[src/rtl/thread_scheduler_pkg.sv]
// Shared types and constants for the two-thread switch-on-event scheduler.
// Provides the thread ID type, the scheduler FSM state encoding, the
// thread count and a small helper that names the "other" thread.
package thread_scheduler_pkg;

   localparam int NUM_THREADS = 2;

   typedef logic [0:0] thread_id_t;

   typedef enum logic [1:0] {
      S_RUN      = 2'd0,
      S_SWITCH   = 2'd1,
      S_IDLE     = 2'd2,
      S_REDIRECT = 2'd3
   } sched_state_e;

   // With exactly two threads the partner of a thread is its complement.
   function automatic thread_id_t otherThread(input thread_id_t tid);
      return ~tid;
   endfunction

endpackage

[src/rtl/thread_scheduler_if.sv]
// Thread-control bundle between the scheduler and the pipeline/fetch unit.
// Inputs to the scheduler (i_*): switch request with restart PC, hazard
// stall, event completion with its thread ID.
// Outputs from the scheduler (o_*): switch pulse, active thread, resume PC
// per thread, flush, idle, redirect pulse with redirect PC, blocked flags.
// The slave modport is the scheduler side, master is the pipeline side.
interface thread_scheduler_if
   import thread_scheduler_pkg::*;
#(
   parameter int ADDR_WIDTH = 26
);

   logic                  i_switch_req;
   logic [ADDR_WIDTH-1:0] i_restart_pc;
   logic                  i_stall;
   logic                  i_event_done;
   thread_id_t            i_event_tid;

   logic                  o_thread_switch;
   thread_id_t            o_thread_id;
   logic [ADDR_WIDTH-1:0] o_resume_pc [NUM_THREADS];
   logic                  o_flush;
   logic                  o_idle;
   logic                  o_redirect;
   logic [ADDR_WIDTH-1:0] o_redirect_pc;
   logic [1:0]            o_blocked;

   modport slave (
      input  i_switch_req, i_restart_pc, i_stall, i_event_done, i_event_tid,
      output o_thread_switch, o_thread_id, o_resume_pc, o_flush, o_idle,
             o_redirect, o_redirect_pc, o_blocked
   );

   modport master (
      output i_switch_req, i_restart_pc, i_stall, i_event_done, i_event_tid,
      input  o_thread_switch, o_thread_id, o_resume_pc, o_flush, o_idle,
             o_redirect, o_redirect_pc, o_blocked
   );

endinterface

[src/rtl/thread_scheduler_quantum_timer.sv]
// Time-quantum counter for preemptive thread switching.
// Ports: clk/rst (synchronous, active-high), count_en advances the count,
// clear zeroes it (and wins over count_en), expired is high while the
// count sits at QUANTUM-1. The count saturates there rather than wrapping.
module quantum_timer #(
   parameter int QUANTUM = 64
) (
   input  logic clk,
   input  logic rst,
   input  logic count_en,
   input  logic clear,
   output logic expired
);

   localparam int CW = $clog2(QUANTUM);
   localparam logic [CW-1:0] LAST = CW'(QUANTUM - 1);

   logic [CW-1:0] count_q;
   logic [CW-1:0] count_d;

   // Next count: clear has priority; otherwise count up until saturated.
   always_comb begin
      count_d = count_q;
      if (clear) begin
         count_d = '0;
      end else if (count_en && (count_q != LAST)) begin
         count_d = count_q + 1'b1;
      end
   end

   // Count register with synchronous reset.
   always_ff @(posedge clk) begin
      if (rst) begin
         count_q <= '0;
      end else begin
         count_q <= count_d;
      end
   end

   assign expired = (count_q == LAST);

endmodule

[src/rtl/thread_scheduler.sv]
// Two-thread switch-on-event scheduler. Holds the active thread ID, a resume
// PC per thread and per-thread blocked flags, and sequences switch, idle and
// redirect. Switches on a long-latency event or when the quantum expires.
// Ports: clk, rst (synchronous, active-high), bus (thread_scheduler_if.slave)
// carrying all thread-control inputs and outputs. Every output is decoded
// from registered state only.
module thread_scheduler
   import thread_scheduler_pkg::*;
#(
   parameter int ADDR_WIDTH = 26,
   parameter int QUANTUM    = 64
) (
   input logic              clk,
   input logic              rst,
   thread_scheduler_if.slave bus
);

   localparam logic [1:0] ST_RUN      = S_RUN;
   localparam logic [1:0] ST_SWITCH   = S_SWITCH;
   localparam logic [1:0] ST_IDLE     = S_IDLE;
   localparam logic [1:0] ST_REDIRECT = S_REDIRECT;

   logic [1:0]            state_q, state_d;
   thread_id_t            tid_q, tid_d;
   logic [ADDR_WIDTH-1:0] pc_q [NUM_THREADS];
   logic [ADDR_WIDTH-1:0] pc_d [NUM_THREADS];
   logic [1:0]            blocked_q, blocked_d;
   logic [1:0]            blockedPost;
   thread_id_t            otherTid;
   logic                  expired;

   assign otherTid = otherThread(tid_q);

   // The timer only advances during unstalled run cycles, and is held at
   // zero whenever the next state is not RUN so it restarts fresh after any
   // switch, idle or redirect.
   quantum_timer #(
      .QUANTUM (QUANTUM)
   ) u_timer (
      .clk      (clk),
      .rst      (rst),
      .count_en ((state_q == ST_RUN) && !bus.i_stall),
      .clear    (state_d != ST_RUN),
      .expired  (expired)
   );

   // Next-state logic. An event completion clears its thread's blocked flag
   // in every state, and the switch decision in RUN looks at that already
   // cleared value so a simultaneous completion lets us switch instead of
   // going idle. A new request from the active thread re-blocks it even if
   // a completion for the same thread lands in the same cycle.
   always_comb begin
      state_d     = state_q;
      tid_d       = tid_q;
      pc_d        = pc_q;
      blockedPost = blocked_q;
      if (bus.i_event_done) begin
         blockedPost[bus.i_event_tid] = 1'b0;
      end
      blocked_d = blockedPost;
      case (state_q)
         ST_RUN: begin
            if (bus.i_switch_req) begin
               pc_d[tid_q]      = bus.i_restart_pc;
               blocked_d[tid_q] = 1'b1;
               state_d          = blockedPost[otherTid] ? ST_IDLE : ST_SWITCH;
            end else if (expired && !bus.i_stall && !blockedPost[otherTid]) begin
               pc_d[tid_q] = bus.i_restart_pc;
               state_d     = ST_SWITCH;
            end
         end
         ST_SWITCH: begin
            tid_d   = otherTid;
            state_d = ST_RUN;
         end
         ST_IDLE: begin
            if (bus.i_event_done) begin
               state_d = (bus.i_event_tid != tid_q) ? ST_SWITCH : ST_REDIRECT;
            end
         end
         default: begin
            state_d = ST_RUN;
         end
      endcase
   end

   // State registers. Thread 1's reset PC carries its thread ID in the top
   // address bit; thread 0 starts at address zero.
   always_ff @(posedge clk) begin
      if (rst) begin
         state_q   <= ST_RUN;
         tid_q     <= '0;
         pc_q[0]   <= '0;
         pc_q[1]   <= {1'b1, {(ADDR_WIDTH-1){1'b0}}};
         blocked_q <= '0;
      end else begin
         state_q   <= state_d;
         tid_q     <= tid_d;
         pc_q      <= pc_d;
         blocked_q <= blocked_d;
      end
   end

   // During the SWITCH cycle the old thread ID is still shown, so fetch picks
   // up the partner's resume PC itself.
   assign bus.o_thread_switch = (state_q == ST_SWITCH);
   assign bus.o_redirect      = (state_q == ST_REDIRECT);
   assign bus.o_flush         = (state_q == ST_SWITCH) || (state_q == ST_REDIRECT);
   assign bus.o_idle          = (state_q == ST_IDLE);
   assign bus.o_thread_id     = tid_q;
   assign bus.o_resume_pc[0]  = pc_q[0];
   assign bus.o_resume_pc[1]  = pc_q[1];
   assign bus.o_redirect_pc   = pc_q[tid_q];
   assign bus.o_blocked       = blocked_q;

endmodule

[src/flat_wrapper.sv]
// flat-port wrapper written by rule: the top's interface ports become plain ports
module thread_scheduler_flat import thread_scheduler_pkg::*;
#(
   parameter int ADDR_WIDTH = 26,
   parameter int QUANTUM    = 64
)
  (clk, rst, bus_i_switch_req, bus_i_restart_pc, bus_i_stall, bus_i_event_done, bus_i_event_tid, bus_o_thread_switch, bus_o_thread_id, bus_o_resume_pc, bus_o_flush, bus_o_idle, bus_o_redirect, bus_o_redirect_pc, bus_o_blocked);
  thread_scheduler_if #(.ADDR_WIDTH(ADDR_WIDTH)) bus_i ();
  input logic clk;
  input logic rst;
  input wire logic [$bits(bus_i.i_switch_req)-1:0] bus_i_switch_req;
  input wire logic [$bits(bus_i.i_restart_pc)-1:0] bus_i_restart_pc;
  input wire logic [$bits(bus_i.i_stall)-1:0] bus_i_stall;
  input wire logic [$bits(bus_i.i_event_done)-1:0] bus_i_event_done;
  input wire logic [$bits(bus_i.i_event_tid)-1:0] bus_i_event_tid;
  output wire logic [$bits(bus_i.o_thread_switch)-1:0] bus_o_thread_switch;
  output wire logic [$bits(bus_i.o_thread_id)-1:0] bus_o_thread_id;
  output wire logic [$bits(bus_i.o_resume_pc)-1:0] bus_o_resume_pc;
  output wire logic [$bits(bus_i.o_flush)-1:0] bus_o_flush;
  output wire logic [$bits(bus_i.o_idle)-1:0] bus_o_idle;
  output wire logic [$bits(bus_i.o_redirect)-1:0] bus_o_redirect;
  output wire logic [$bits(bus_i.o_redirect_pc)-1:0] bus_o_redirect_pc;
  output wire logic [$bits(bus_i.o_blocked)-1:0] bus_o_blocked;
  assign bus_i.i_switch_req = bus_i_switch_req;
  assign bus_i.i_restart_pc = bus_i_restart_pc;
  assign bus_i.i_stall = bus_i_stall;
  assign bus_i.i_event_done = bus_i_event_done;
  assign bus_i.i_event_tid = bus_i_event_tid;
  assign bus_o_thread_switch = bus_i.o_thread_switch;
  assign bus_o_thread_id = bus_i.o_thread_id;
  assign bus_o_resume_pc = {>>{bus_i.o_resume_pc}};
  assign bus_o_flush = bus_i.o_flush;
  assign bus_o_idle = bus_i.o_idle;
  assign bus_o_redirect = bus_i.o_redirect;
  assign bus_o_redirect_pc = bus_i.o_redirect_pc;
  assign bus_o_blocked = bus_i.o_blocked;
  thread_scheduler #(.ADDR_WIDTH(ADDR_WIDTH), .QUANTUM(QUANTUM)) u_core (.clk(clk), .rst(rst), .bus(bus_i));
endmodule
[config.mk]
export PLATFORM = sky130hd
export DESIGN_NAME = thread_scheduler_flat
export DESIGN_NICKNAME = d
export VERILOG_FILES = /design/src/rtl/thread_scheduler_pkg.sv /design/src/rtl/thread_scheduler_if.sv /design/src/rtl/thread_scheduler_quantum_timer.sv /design/src/rtl/thread_scheduler.sv /design/src/flat_wrapper.sv
export SDC_FILE = /design/constraint.sdc
export NUM_CORES = 1
export LEC_CHECK = 0
export CORE_MARGIN = 2
export CORE_UTILIZATION = 40
export CTS_CLUSTER_DIAMETER = 120
export CTS_CLUSTER_SIZE = 30
export DETAILED_ROUTE_END_ITERATION = 6
export PLACE_DENSITY = 0.78
export REMOVE_ABC_BUFFERS = 1
export SLEW_MARGIN = 20
export SYNTH_ARGS = -nofsm -noshare
export SYNTH_HDL_FRONTEND = slang
export SYNTH_SLANG_ARGS = --single-unit
[constraint.sdc]
create_clock -name clk -period 1.9 [get_ports clk]
set_clock_uncertainty 0.2 [all_clocks]
set_input_delay 0.475 -clock clk [delete_from_list [all_inputs] [get_ports clk]]
set_output_delay 0.475 -clock clk [all_outputs]
set_load 0.1 [all_outputs]
* Word level (Yosys, flattened, before mapping)
Cells that the tools add are included.
Storage, ports and cells: bits in registers 63, bits of input ports 32, output and inout port bits 85
Operators by class: add/sub/neg operators 1, order comparisons 7, equal/unequal tests 6, mux-type cells 23, bitwise logic cells 5, reduce and logical (&&, ||, !) cells 15
Operators with widths (number):
- $mux 26 | 4
- $mux 52 | 2
- $bwmux 52 | 1
- $demux 26 s1 | 1
- $mux 2 | 8
- $logic_and 1x1->1 | 7
- $add 6x1->6 const B | 1
- $eq 6x6->1 const B | 1
- $lt 1x2->1 const B | 3
- $ne 6x6->1 const B | 1
- $eq 2x2->1 const B | 2
- $mux 1 | 4
- $pmux 2 s2 | 1
- $reduce_bool 2->1 | 2
- $and 2x2->2 | 1
- $demux 1 s1 | 2
- $eq 2x1->1 const B | 1
- $ge 1x1->1 const B | 2
- $ge 2x2->1 const B | 1
- $logic_not 1->1 | 2
- $logic_not 2->1 | 1
- $lt 2x1->1 const B | 1
- $not 1->2 | 1
- $not 2->2 | 1
- 6 further kinds | 6

* Depth between registers and ports, before layout
Gate-level depths: netlist (run 1).
depth after elaboration 16, mapped depth 7

* Modules after synthesis
From an unflattened synthesis (run 1), not the netlist that was laid out.
Unflattened totals: cell total of the unflattened synthesis 232, area total of the unflattened synthesis 2651.3 um^2
By module, submodules not included:
- thread_scheduler | times used 1, cells each 200, area each 2358.5 um^2
- quantum_timer | times used 1, cells each 32, area each 292.8 um^2

* Worst setup path before layout (run 1)
OpenSTA, ideal clock, no wires.
path type register to output, from register u_core.tid_q, in the netlist u_core.bus.o_thread_id, to output port bus_o_redirect_pc[10], arrival 2.371 ns, data required time 1.225 ns, slack -1.146 ns, cell stages (with the launch flop) 4, buffers on the path 2, cell sequence dfxtp_1 -> clkbuf_1 -> buf_1 -> mux2_2
Between the ends: word-level cells in the longest chain between the ends 4
Ends and longest elaborated chain:
- start: declaration | RTL line thread_scheduler.sv:24 | thread_id_t tid_q, tid_d;
- start signal: assignment | RTL line thread_scheduler.sv:98 | tid_q <= tid_d;
- $not 1->2 (implied by the code) | RTL line thread_scheduler.sv:113 | assign bus.o_redirect_pc = pc_q[tid_q];
- $mux 26 (implied by the code) (3 in series) | RTL line thread_scheduler.sv:113
- end: declaration | RTL line flat_wrapper.sv:22 | output wire logic [$bits(bus_i.o_redirect_pc)-1:0] bus_o_redirect_pc;
Every way passes these cells. The select of a mux whose other input is x is not followed.

* Final worst setup path (run 1)
from register u_core.tid_q, in the netlist u_core.bus.o_thread_id, to output port bus_o_redirect_pc[6]
Same word-level chain as after synthesis.

==> flow_metrics.env, run 1 <==
export IMPL_status="finished, violations left"
export IMPL_violations="negative setup slack"
export IMPL_placed_cells=515
export IMPL_peakVddDrop_mv=0.4986
export IMPL_hold_path_class="input pin to flip-flop"
export IMPL_root_buffer="clkbuf_8"
export IMPL_synth_largest_area_cell="dfxtp_1"
export IMPL_ant_nets=0
export IMPL_netlist_top_cells_count="nand2b_1, dfxtp_1, mux2i_1"
export IMPL_grt_overflow=0
export IMPL_synth_top_area_share=0.4204
export IMPL_critPathMostFrequentCell="buf_12"
export IMPL_die_w_um=90.61
export IMPL_finalCritPeriodShare=1.117
export IMPL_power_switching_mw=1.901
export IMPL_async_flop_share=0
export IMPL_utilization=0.8185
export IMPL_use_met3=0.06177
export IMPL_p_int_mw=2.935
export IMPL_ys_warn_count=0
export IMPL_min_period_ns=2.123
export IMPL_swShare=0.3931
export IMPL_h_tree_depth=3
export IMPL_slew_headroom=0.7937
export IMPL_dp_hpwl_um=6271
export IMPL_holdWs_ns=0.2530
export IMPL_placement_io_buffers=116
export IMPL_p_seq_frac=0.312
export IMPL_rows=31
export IMPL_tightest_slew_ns=0.3086
export IMPL_drv_slew=0
export IMPL_cp_startpoint="u_core.bus.o_thread_id$_SDFFE_PP0P_"
export IMPL_yosys_top_cells_area="dfxtp_1, mux2i_1, nand2b_1, mux2_2, nor2_1"
export IMPL_ys_ff_latch=63
export IMPL_grt_met1_usage=0.2488
export IMPL_cap_viol_max_count=0
export IMPL_crit_path_end_kind="output port"
export IMPL_num_vias=2712
export IMPL_rsz0062_at_grt="yes"
export IMPL_cp_slowest_stage_delay_ns=0.42
export IMPL_yosys_cell_count_top_type="nand2b_1"
export IMPL_instances_no_fill=545
export IMPL_synth_cells=291
export IMPL_clockPowerShare=0.240
export IMPL_cp_num_buf_inv=2
export IMPL_insertion_delay_ns=0.33
export IMPL_cp_cell_sequence="buf_12, mux2_4, buf_12"
export IMPL_synth_edf_count=0
export IMPL_grt_pass1_wl_um=14770
export IMPL_synth_area_um2=3000
export IMPL_hold_violations=0
export IMPL_ys_seq_area_frac=0.4204
export IMPL_fin_ws_ns=-0.2228
export IMPL_cts_sinks=63
export IMPL_cts_buffer_depth=2
export IMPL_synthFlopType="dfxtp_1"
export IMPL_track_usage=0.2249
export IMPL_drive_above_1_share=0.4395
export IMPL_critical_path_slowest_cell="dfxtp_4"
export IMPL_die_y_um=90.61
export IMPL_vias_per_cell=4.976
export IMPL_synth_distinct_cells=31
export IMPL_place_ws_ns=-0.6920
export IMPL_power_density_nw_per_um2=814.5
export IMPL_wire_per_inst_um=17.70
export IMPL_routabilityCongestion=0.7977
export IMPL_fmax_mhz=471.1
export IMPL_drc=0
export IMPL_first_pass_iters=4
export IMPL_holdCritStartpoint="rst"
export IMPL_ios=117
export IMPL_power_frac_comb=0.447
export IMPL_grt_pass1_vias=2952
export IMPL_leakagePower_nw=2.456
export IMPL_setup_viol=55
export IMPL_cts_buffers=9
export IMPL_finalWirelength_um=9645
export IMPL_fin_tns_setup_ns=-8.957
export IMPL_syn_area_per_cell_um2=10.31
export IMPL_grt_busiest_layer="met2"
export IMPL_setup_worst_path_start_class="flip-flop"
export IMPL_area_delta_synth_final_pct=97.87
export IMPL_core_area_um2=7253
export IMPL_path_max_fanout=13
export IMPL_grt_max_degree=44
export IMPL_critPathTopFamily="flip-flops"
export IMPL_die_area_um2=8209
export IMPL_gr_usage_met2=0.4042
export IMPL_diodes=0
export IMPL_required_ns=1.22
export IMPL_initial_core_util=0.4137
export IMPL_nets=475
export IMPL_crit_type="flip-flop to output port"
export IMPL_cp_arrival_ns=1.45
export IMPL_r2r_start="u_core.bus.o_thread_id$_SDFFE_PP0P_"
export IMPL_drt_iter0_drc=105
export IMPL_clk_pin_slew_worst_paths_ns=0.07
export IMPL_antenna_found_initial=0
export IMPL_tritoncts="built"
==> final timing paths <==
kind | end | slack, ns | cells after the start
max | bus_o_redirect_pc[6] | -0.22 | 3
min reg2reg | u_core.bus.o_resume_pc[14]$_SDFFE_PP0P_ | 0.33 | 2
min | u_core.state_q[0]$_SDFF_PP0_ | 0.25 | 2
max reg2reg | u_core.u_timer.count_q[3]$_SDFFE_PP0P_ | -0.20 | 7
==> registers in the layout, summed over array words and instances (netlist names) <==
signal and cells:
u_core.bus.o_blocked 2, u_core.bus.o_resume_pc 52, u_core.bus.o_thread_id 1, u_core.state_q 2, u_core.u_timer.count_q 6
==> power groups by stage <==
stage                     sequential (mW)  clock (mW)  combinational (mW)
after CTS                            1.51        1.17                2.10
after detailed placement             1.53           0                2.01
after global routing                 1.52        1.23                2.22
final                                1.51        1.16                2.16
after global placement               1.52           0                1.99
after floorplan                      2.03           0               0.701
==> layout by cell type (no fill, tap or decap), types with 2 or more instances in the layout <==
cell / instances
xor2_1: 4
dfxtp_1: 57
dfxtp_2: 5
a32oi_1: 2
buf_4: 24
nor2_1: 14
nand2b_1: 75
buf_16: 3
nand4_1: 3
nor2b_4: 3
clkbuf_8: 11
clkdlybuf4s50_1: 27
buf_6: 7
mux2i_1: 51
nand2_1: 5
mux2_4: 26
buf_12: 91
clkbuf_2: 2
nand3_1: 2
and2_1: 2
==> logic make-up after synthesis <==
| kind of cell | share of synthesized area |
|---|---|
| xor gates and xnor gates | 0.02043 |
| adders and majority gates | 0.004169 |
| and+or+nand+nor | 0.2189 |
| DFF | 0.4204 |
| muxes | 0.2711 |
| buffers and inverters | 0.02960 |
| AOI/OAI and AO/OA | 0.03545 |
==> metal layers <==
layer  wire length, µm  up-vias
met1              3568     1307
met2              5260       99
met4               242        0
met5                 0        -
met3               574       18
li1                  -     1288
==> metrics by stage <==
stage                     total power [mW]  instance area [µm²]
final                                4.836                 5937
after global routing                 4.976                 5937
after CTS                            4.772                 5772
after detailed placement             3.540                 5283
after global placement               3.511                 5283
after floorplan                      2.727                 2919
==> repair_timing <==
| item | in CTS | in global routing |
|---|---|---|
| cloned | 3 | 1 |
| setup buffers | 9 | 4 |
| pin swaps | 6 | 15 |
| setup endpoints to repair | 88 | 85 |
| hold buffers | 0 | 0 |
| gates resized for setup | 47 | 36 |
==> layout make-up <==
cell class | instances | area (µm²)
tap | 99 | 123.9
multi-input combinational | 209 | 1852
sequential | 63 | 1271
fill | 404 | 1316
clock inverter | 3 | 42.54
timing repair buffer | 157 | 2485
inverter | 2 | 7.507
clock buffer | 12 | 155.1
(Power assumes the default switching activity.)
==> run 2: changes to the inputs <==
--- a/config.mk
+++ b/config.mk
@@ -6,11 +6,11 @@
 export NUM_CORES = 1
 export LEC_CHECK = 0
 export CORE_MARGIN = 2
-export CORE_UTILIZATION = 40
+export CORE_UTILIZATION = 44
 export CTS_CLUSTER_DIAMETER = 120
 export CTS_CLUSTER_SIZE = 30
 export DETAILED_ROUTE_END_ITERATION = 6
-export PLACE_DENSITY = 0.78
+export PLACE_DENSITY = 0.82
 export REMOVE_ABC_BUFFERS = 1
 export SLEW_MARGIN = 20
 export SYNTH_ARGS = -nofsm -noshare
==> constraint.sdc (replaced) <==
create_clock -name clk -period 2.3 [get_ports clk]
set_clock_uncertainty 0.2 [all_clocks]
set_input_delay 0.575 -clock clk [delete_from_list [all_inputs] [get_ports clk]]
set_output_delay 0.575 -clock clk [all_outputs]
set_load 0.1 [all_outputs]
==> run 2 against run 1 <==
Net effect:
- the flow now finishes without violations
- first-iteration DRC count is 26% lower
- cell area shrank 19%
- critical path depth unchanged
- register-to-register slack better by 0.32 ns
- core utilization fell by 9.6 points
- die area is 8.7% lower
- clock power shrank 11%
- critical endpoint is now bus_o_redirect_pc[12]
- largest power group unchanged
==> flow_metrics.env, run 2 (synthesis gave the netlist of run 1 again) <==
export IMPL_die_w_um=86.58
export IMPL_rsz0062_at_grt="no"
export IMPL_r2r_end="u_core.bus.o_resume_pc[23]$_SDFFE_PP0P_"
export IMPL_largest_reg_flops=52
export IMPL_nFillCells=513
export IMPL_min_period_ns=2.225
export IMPL_r2r_setup_slack_ns=0.12
export IMPL_hold_violations=0
export IMPL_power_density_nw_per_um2=777.3
export IMPL_diodes=0
export IMPL_place_ws_ns=-0.3405
export IMPL_fin_tns_setup_ns=0
export IMPL_placement_io_buffers=116
export IMPL_initial_core_util=0.4491
export IMPL_routabilityCongestion=0.7736
export IMPL_holdCritStartpoint="u_core.bus.o_resume_pc[36]$_SDFFE_PP0P_"
export IMPL_h_tree_depth=3
export IMPL_rows=30
export IMPL_num_vias=2501
export IMPL_slew_headroom=0.6908
export IMPL_path_max_fanout=15
export IMPL_final_common_cell="nand2b_1"
export IMPL_cap_viol_max_count=0
export IMPL_p_seq_frac=0.324
export IMPL_grt_max_degree=45
export IMPL_drt_iter0_drc=78
export IMPL_hold_path_class="flip-flop to flip-flop"
export IMPL_grt_pass1_vias=2539
export IMPL_holdWs_ns=0.2953
export IMPL_drc=0
export IMPL_power_mw=3.754
export IMPL_peakVddDrop_mv=0.5622
export IMPL_setup_viol=0
export IMPL_core_area_um2=6681
export IMPL_dp_hpwl_um=5314
export IMPL_cp_arrival_ns=1.45
export IMPL_ios=117
export IMPL_finalWirelength_um=7371
export IMPL_die_area_um2=7495
export IMPL_p_int_mw=2.263
export IMPL_die_y_um=86.58
export IMPL_drive_above_1_share=0.3583
export IMPL_required_ns=1.52
export IMPL_r2r_start="u_core.u_timer.count_q[0]$_SDFFE_PP0P_"
export IMPL_tightest_slew_ns=0.4638
export IMPL_ff2ff_path_depth=7
export IMPL_root_buffer="clkbuf_8"
export IMPL_ant_nets=0
export IMPL_status="completed"
export IMPL_antenna_found_initial=0
export IMPL_tritoncts="built"
export IMPL_clk_pin_slew_worst_paths_ns=0.07
export IMPL_layout_cells_most_common_list="nand2b_1, buf_4, dfxtp_1"
export IMPL_clockPowerShare=0.274
export IMPL_area_delta_synth_final_pct=60.97
export IMPL_track_usage=0.1965
export IMPL_vias_per_cell=4.933
export IMPL_grt_pass1_wl_um=11850
export IMPL_grt_overflow=0
export IMPL_setup_worst_path_start_class="flip-flop"
export IMPL_instances_no_fill=507
export IMPL_insertion_delay_ns=0.33
export IMPL_crit_type="flip-flop to output port"
export IMPL_fmax_mhz=449.4
export IMPL_fin_ws_ns=0.07483
export IMPL_cts_sinks=63
export IMPL_leakagePower_nw=2.101
export IMPL_holdPathEnd="u_core.bus.o_resume_pc[36]$_SDFFE_PP0P_"
export IMPL_first_pass_iters=4
export IMPL_finalCritPeriodShare=0.9675
export IMPL_cts_buffers=9
export IMPL_hold_buffers=0
export IMPL_post_cts_setup_buffers=0
export IMPL_drv_slew=0
export IMPL_wire_per_inst_um=14.54
export IMPL_worstHoldPathCells=2
export IMPL_power_switching_mw=1.491
export IMPL_placed_cells=488
export IMPL_cts_buffer_depth=2
export IMPL_power_frac_comb=0.403
export IMPL_crit_path_end_kind="output port"
export IMPL_swShare=0.3972
export IMPL_nets=455
run 2: power by group through the flow:
stage          logic, mW  registers [mW]  clock network [mW]
2_1_floorplan      0.579            1.67                   0
3_3_place_gp        1.49            1.23                   0
3_5_place_dp        1.50            1.24                   0
4_1_cts             1.50            1.21                1.04
5_1_grt             1.56            1.22                1.10
6_report            1.51            1.21                1.03
run 2: cell type report:
cell class              instances  area, µm²  share of cell area
clock buffers                  12      135.1             0.02798
clock inverters                 4      70.07             0.01451
inverters                       2      7.507            0.001554
multi-input cells             209       1654              0.3425
flip-flops and latches         63       1265              0.2619
well taps                      80      100.1             0.02073
repair buffers                137       1598              0.3308
run 2: worst max-delay path by stage:
stage                                                 startpoint  cells after the start  slack [ns]                                       to
after global routing      u_core.u_timer.count_q[0]$_SDFFE_PP0P_                      7        0.02   u_core.bus.o_resume_pc[6]$_SDFFE_PP0P_
final                        u_core.bus.o_thread_id$_SDFFE_PP0P_                      3        0.07                    bus_o_redirect_pc[12]
after detailed placement                        bus_i_event_done                      7       -0.34  u_core.bus.o_resume_pc[20]$_SDFFE_PP0P_
after floorplan              u_core.bus.o_thread_id$_SDFFE_PP0P_                      5       -1.45  u_core.bus.o_resume_pc[30]$_SDFFE_PP0P_
after CTS                                       bus_i_event_done                      7       0.004  u_core.bus.o_resume_pc[20]$_SDFFE_PP0P_
after global placement                          bus_i_event_done                      7       -0.25  u_core.bus.o_resume_pc[16]$_SDFFE_PP0P_
run 2: what timing repair did:
item	4_1_cts	5_1_grt
pin swaps	0	1
endpoints found under the setup margin	26	50
resized for setup	3	9
cloned	0	3
run 2: through the flow:
step / area, µm² / utilization
floorplan: 2919 / -
global placement: 4536 / 0.6788
detailed placement: 4536 / 0.6788
CTS: 4750 / 0.7109
global route: 4830 / 0.7228
finish: 4830 / 0.7228
run 2: critical path: stages (launching register included):
cell,delay (ns)
dfxtp_4,0.39
buf_8,0.17
mux2_2,0.38
buf_12,0.17
run 2: routing by layer:
metal  global-route usage  vias to the layer above  share of wire
li1                     -                     1245              -
met1               0.2494                     1176           0.44
met2               0.3336                       73           0.49
met3              0.04095                        7          0.051
met4              0.06392                        0          0.012
met5                    0                        -              0
